--- config.mk ---
export PLATFORM = sky130hd
export DESIGN_NAME = audio_dac_sched
export DESIGN_NICKNAME = d
export VERILOG_FILES = /design/src/rtl/audio_pkg.sv /design/src/rtl/audio_dac_sched_rr_arb2.sv /design/src/rtl/audio_dac_sched.sv
export SDC_FILE = /design/constraint.sdc
export NUM_CORES = 1
export LEC_CHECK = 0
export CAP_MARGIN = 5
export CORE_AREA = 2 2 125 78
export CTS_CLUSTER_SIZE = 20
export DETAILED_ROUTE_END_ITERATION = 8
export DIE_AREA = 0 0 127 80
export GPL_ROUTABILITY_DRIVEN = 1
export SETUP_SLACK_MARGIN = 0.3
export SLEW_MARGIN = 10
export SYNTH_ARGS = -nofsm -noshare
export SYNTH_HDL_FRONTEND = slang
export SYNTH_SLANG_ARGS = --single-unit
--- constraint.sdc ---
create_clock -name AUD_BCLK -period 2.05 [get_ports AUD_BCLK]
set_input_delay 0.205 -clock AUD_BCLK [delete_from_list [all_inputs] [get_ports AUD_BCLK]]
set_output_delay 0.205 -clock AUD_BCLK [all_outputs]
set_load 0.02 [all_outputs]
--- src/rtl/audio_pkg.sv ---
// Shared types and defaults for the audio DAC scheduler.
package audio_pkg;

  localparam int DW_DEFAULT       = 16;
  localparam int SLOT_MAX_DEFAULT = 64;

  // Serializer sequencing states
  typedef enum logic [1:0] {
    WAIT_SYNC = 2'd0,
    LEFT      = 2'd1,
    RIGHT     = 2'd2
  } dac_state_t;

  // One stereo sample pair at the default width; left occupies the upper half
  typedef struct packed {
    logic [DW_DEFAULT-1:0] left;
    logic [DW_DEFAULT-1:0] right;
  } stereo_t;

  // Increment that sticks at all-ones
  function automatic logic [7:0] sat_inc8(input logic [7:0] v);
    return (v == 8'hFF) ? v : v + 8'd1;
  endfunction

endpackage

--- src/rtl/audio_dac_sched_rr_arb2.sv ---
// Two-way round-robin arbiter. The pointer remembers the last requester
// that actually completed a transfer, so an offered-but-unused grant does
// not cost a requester its turn.
module rr_arb2 (
  input  logic       clk,
  input  logic       reset,
  input  logic [1:0] valid,
  input  logic       accept,
  output logic [1:0] grant
);

  logic last;

  // Grant the lone requester, or on a tie the one not served last
  always_comb begin
    grant = 2'b00;
    case (valid)
      2'b01:   grant = 2'b01;
      2'b10:   grant = 2'b10;
      2'b11:   grant = last ? 2'b01 : 2'b10;
      default: grant = 2'b00;
    endcase
  end

  // Pointer moves only when a grant is turned into a transfer
  always_ff @(posedge clk) begin
    if (reset) begin
      last <= 1'b1;
    end else if (accept) begin
      last <= grant[1];
    end
  end

endmodule

--- src/rtl/audio_dac_sched.sv ---
// I2S-style DAC scheduler: tracks the codec LR clock, arbitrates one stereo
// pair per frame between two requesters and serializes it MSB first.
//
// state     | meaning
// WAIT_SYNC | no valid frame alignment; output muted until an LRCK rise
// LEFT      | shifting the left word (LRCK high)
// RIGHT     | shifting the right word (LRCK low)
module audio_dac_sched
  import audio_pkg::*;
#(
  parameter int DW       = DW_DEFAULT,
  parameter int SLOT_MAX = SLOT_MAX_DEFAULT
) (
  input  logic          AUD_BCLK,
  input  logic          reset,
  input  logic          AUD_DACLRCK,
  input  logic [1:0]    req_valid,
  input  logic [2*DW-1:0] req0_data,
  input  logic [2*DW-1:0] req1_data,
  output logic [1:0]    req_ready,
  output logic          AUD_DACDAT,
  output logic          frame_start,
  output logic          active_src,
  output logic [7:0]    underrun_cnt,
  output logic          sync_lost
);

  localparam int CW = (SLOT_MAX > 1) ? $clog2(SLOT_MAX) : 1;

  dac_state_t      state, state_nxt;
  logic            lrck_q;
  logic            rise, fall;
  logic            take_rise, take_fall, timeout;
  logic [CW-1:0]   bit_cnt;
  logic            slot_end;
  logic [1:0]      arb_grant;
  logic            transfer;
  logic [2*DW-1:0] sel_pair;
  logic [DW-1:0]   shift;
  logic [DW-1:0]   hold_right;

  assign rise     = AUD_DACLRCK & ~lrck_q;
  assign fall     = ~AUD_DACLRCK & lrck_q;
  assign slot_end = (bit_cnt == CW'(SLOT_MAX - 1));
  assign transfer = |(req_valid & req_ready);
  assign sel_pair = arb_grant[1] ? req1_data : req0_data;

  rr_arb2 u_arb (
    .clk    (AUD_BCLK),
    .reset  (reset),
    .valid  (req_valid),
    .accept (transfer),
    .grant  (arb_grant)
  );

  // Next state, edge acceptance and the same-cycle grant window
  always_comb begin
    state_nxt   = state;
    take_rise   = 1'b0;
    take_fall   = 1'b0;
    timeout     = 1'b0;
    req_ready   = 2'b00;
    frame_start = 1'b0;
    case (state)
      WAIT_SYNC: begin
        if (rise) begin
          state_nxt = LEFT;
          take_rise = 1'b1;
        end
      end
      LEFT: begin
        if (fall) begin
          state_nxt = RIGHT;
          take_fall = 1'b1;
        end else if (slot_end) begin
          state_nxt = WAIT_SYNC;
          timeout   = 1'b1;
        end
      end
      RIGHT: begin
        if (rise) begin
          state_nxt = LEFT;
          take_rise = 1'b1;
        end else if (slot_end) begin
          state_nxt = WAIT_SYNC;
          timeout   = 1'b1;
        end
      end
      default: state_nxt = WAIT_SYNC;
    endcase
    // A reset cycle must never hand out a grant
    if (take_rise && !reset) begin
      frame_start = 1'b1;
      req_ready   = arb_grant;
    end
  end

  // LRCK history, state register and per-slot bit counter
  always_ff @(posedge AUD_BCLK) begin
    if (reset) begin
      lrck_q  <= 1'b0;
      state   <= WAIT_SYNC;
      bit_cnt <= '0;
    end else begin
      lrck_q <= AUD_DACLRCK;
      state  <= state_nxt;
      if (take_rise || take_fall || state_nxt == WAIT_SYNC) begin
        bit_cnt <= '0;
      end else begin
        bit_cnt <= bit_cnt + 1'b1;
      end
    end
  end

  // Serializer: left word enters straight from the granted pair, right word
  // from the hold register; zeros fill the slot once DW bits are out
  always_ff @(posedge AUD_BCLK) begin
    if (reset) begin
      shift      <= '0;
      hold_right <= '0;
      AUD_DACDAT <= 1'b0;
    end else begin
      if (state == WAIT_SYNC || timeout) begin
        AUD_DACDAT <= 1'b0;
      end else begin
        AUD_DACDAT <= shift[DW-1];
      end
      if (take_rise) begin
        shift      <= transfer ? sel_pair[2*DW-1:DW] : '0;
        hold_right <= transfer ? sel_pair[DW-1:0] : '0;
      end else if (take_fall) begin
        shift <= hold_right;
      end else if (state == WAIT_SYNC || timeout) begin
        shift <= '0;
      end else begin
        shift <= {shift[DW-2:0], 1'b0};
      end
    end
  end

  // Status: playing source, underrun tally and sticky loss of sync
  always_ff @(posedge AUD_BCLK) begin
    if (reset) begin
      active_src   <= 1'b0;
      underrun_cnt <= 8'd0;
      sync_lost    <= 1'b0;
    end else begin
      if (transfer) begin
        active_src <= arb_grant[1];
      end
      if (take_rise && !transfer) begin
        underrun_cnt <= sat_inc8(underrun_cnt);
      end
      if (timeout) begin
        sync_lost <= 1'b1;
      end
    end
  end

endmodule
==> results.py <==
metrics = {
    "outcome": {
        "status": "finished clean",
    },
    "run": {
        "drv_cap": 0,
    },
    "logic_synthesis": {
        "ys_ff_latch": 53,
        "ys.flop_type": "dfxtp_1",
        "ys_top_cells_by_area": "dfxtp_1, o221a_2, a221o_1",
        "synth-edff-count": 0,
        "syn_area_per_cell_um2": 9.590,
        "synth_top_area_share_pct": 39.94,
        "seq_area_frac_synth_pct": 39.94,
        "yosys_warnings": 0,
        "netlist_instances": 277,
        "synth_top_area_cell": "dfxtp_1",
        "yosysUniqueCellTypes": 60,
        "synth_fp_nets": 352,
        "netlist_area_um2": 2656,
        "async_reset_ff_share_pct": 0,
    },
    "sta": {
        "max_clock_freq_mhz": 531.6,
        "period_needed_ns": 1.881,
        "setup_tns_ns": 0,
        "relSlewSlack_pct": 69.76,
        "worstMarginPinSlew_ns": 0.4531,
        "fin_crit_sh_pct": 91.76,
        "rsz0062_at_grt": "true",
        "fin_ws_ns": 0.1689,
        "setup_viol": 0,
        "fin_skew_ns": 0.004787,
        "slew_violations": 0,
        "hold_violations": 0,
    },
    "final_layout": {
        "final_cell_mix": "clkdlybuf4s50_1, dfxtp_1, buf_4",
        "layout_commonest_cell": "clkdlybuf4s50_1",
        "layout.cells.non_filler": 508,
        "fillers": 823,
        "fin_nets": 467,
        "fin_util_pct": 47.87,
        "num_antenna_cells": 0,
        "drive_gt1_share_pct": 33.42,
        "syn_to_final_growth_pct": 61.94,
    },
    "setup_path": {
        "start_kind": "flop",
        "rrSetupSlack_ns": 0.18,
        "reg2reg_to": "underrun_cnt[5]$_SDFFE_PP0P_",
        "r2r_start": "state[0]$_SDFF_PP0_",
        "r2r_cells": 9,
        "worstPathMaxFanout": 5,
        "path_class": "flop to output port",
        "required_ns": 1.85,
        "cp-end-kind": "output port",
        "arrival_ns": 1.68,
    },
    "min_path": {
        "hold_path_depth": 3,
        "min_to": "u_arb.last$_SDFFE_PP1P_",
        "hold_start": "req_valid[1]",
        "hp-class": "input port to flop",
    },
    "drt": {
        "drc": 0,
        "finalWirelength_mm": 8.248,
        "vias": 2606,
        "drt_pass1_iterations": 4,
        "vias_per_cell": 5.130,
        "drt-wirelength-per-cell_um": 16.24,
        "drt-initial-drc-count": 133,
        "antenna_left": 0,
    },
    "placed_design": {
        "dp_hpwl_mm": 6.181,
        "dp.cells": 490,
        "io_buffers": 82,
        "gp_congestion": 0.8718,
        "place_ws_ns": -0.2009,
    },
    "clock_tree": {
        "h-tree-depth": 2,
        "cts_buffer_depth": 2,
        "clk_pin_slew_ns": 0.07,
        "numCtsBuffers": 5,
        "cts_root_buf": "clkbuf_16",
        "cts.sinks": 53,
        "cts_tree": "yes",
        "worstSkewPairLatency_ns": 0.29,
    },
    "die": {
        "fp.dieH_um": 80,
        "die_width_um": 127,
        "start_util_pct": 29.56,
        "core_area_um2": 8986,
        "design.die.area_um2": 10160,
        "ioPinCount": 83,
        "rows": 27,
    },
    "global_routing": {
        "antenna_found_initial": 0,
        "track_usage_pct": 17.07,
        "grt_max_degree": 27,
        "grt_pass1_vias": 2603,
        "overflow": 0,
        "grt_pass1_wl_mm": 13.57,
    },
    "pwr": {
        "p_leak_nw": 1.572,
        "p_int_w": 0.001895,
        "combinationalPowerShare_pct": 23.4,
        "power_switching_w": 0.0006591,
        "power_density_nw_per_um2": 593.8,
        "netSwitchingFraction_pct": 25.80,
        "clock_power_share_pct": 33.4,
        "p_seq_share_pct": 43.2,
        "ir_worst_vdd_uv": 309.6,
    },
}
[logic make-up after synthesis]
kind of cell               after synthesis  share of synthesized area [%]
muxes                                    8                          3.203
DFF                                     53                          39.94
and+or+nand+nor                         89                          19.74
adders and majority gates                6                          2.826
buffers and inverters                   24                          4.428
xor gates and xnor gates                 4                          1.319
AOI/OAI and AO/OA                       93                          28.54
[sequential cells by signal, indices dropped and copies added, names as in the netlist, 2 cells and up]
name / count
hold_right: 16
shift: 16
underrun_cnt: 8
bit_cnt: 6
state: 2
[per-stage QoR]
stage,power [W],hold slack [ns],instance area [um^2]
floorplan,0.001352,0.3332,2674
global placement,0.001635,0.4336,3846
detailed placement,0.001641,0.4462,3846
CTS,0.002541,0.4521,4183
global route,0.002660,0.4104,4302
finish,0.002554,0.3897,4302
[Yosys cell counts (all sizes together) (2+ instances only)]
master / number
and2: 13
a21oi: 17
nand2b: 3
mux2i: 4
o22ai: 11
o21ai: 4
or4: 4
nand2: 20
mux2: 4
o21bai: 11
or2: 2
a2111oi: 2
nor2b: 4
clkbuf: 9
xnor2: 3
dfxtp: 53
a211oi: 3
buf: 10
nor2: 14
o2111ai: 2
ha: 6
nor4b: 2
o221a: 15
nor4: 3
inv: 5
nor3: 2
or2b: 2
or3: 5
a221o: 15
o211ai: 2
o31ai: 4
nand3: 8
or3b: 2
[power groups by stage]
stage	Clock, W	Sequential [W]	Combinational [W]
6_report	0.000853	0.00110	0.000597
5_1_grt	0.000909	0.00111	0.000643
4_1_cts	0.000875	0.00110	0.000563
3_5_place_dp	0	0.00112	0.000518
3_3_place_gp	0	0.00112	0.000513
2_1_floorplan	0	0.00112	0.000230
[cell type report]
cell class | count | area (um^2) | area share, %
multi-input cells | 200 | 1684 | 39.15
repair buffers | 127 | 1230 | 28.59
flip-flops and latches | 53 | 1072 | 24.93
well taps | 116 | 145.1 | 3.374
clock buffers | 6 | 138.9 | 3.229
inverters | 5 | 23.77 | 0.5526
clock inverters | 1 | 7.507 | 0.1745
[routing by layer]
metal	part of all wire (%)	GRT usage, %	wire length (um)	vias up
met5	0	0	0	-
met4	0.78	3.736	64	0
met3	4.8	3.619	395	4
met2	42	26.02	3443	65
met1	53	24.65	4344	1248
li1	-	-	-	1289
[worst max path at each step]
stage                             start                           end  slack (ns)
global route        state[1]$_SDFF_PP0_  underrun_cnt[5]$_SDFFE_PP0P_        0.11
floorplan           state[0]$_SDFF_PP0_  underrun_cnt[7]$_SDFFE_PP0P_        0.30
CTS                 state[1]$_SDFF_PP0_  underrun_cnt[1]$_SDFFE_PP0P_        0.20
global placement            AUD_DACLRCK                  req_ready[1]       -0.20
detailed placement          AUD_DACLRCK                  req_ready[1]       -0.20
finish              state[0]$_SDFF_PP0_                  req_ready[0]        0.17
[critical path, stage by stage (launching register included)]
cell and delay [ns]:
dfxtp_2 0.35, inv_4 0.05, ha_4 0.16, buf_6 0.12
or2_4 0.25, buf_4 0.14, nand2_4 0.09, nor3_1 0.05
buf_4 0.17
[repair_timing]
action / 4_1_cts / 5_1_grt
endpoints found under the setup margin: 48 / 46
pin swaps: 16 / 7
cloned: 1 / 0
setup buffers: 7 / 3
resized for setup: 53 / 25
hold buffers: 0 / 0
Note: power is estimated with default switching activity, not from simulation.
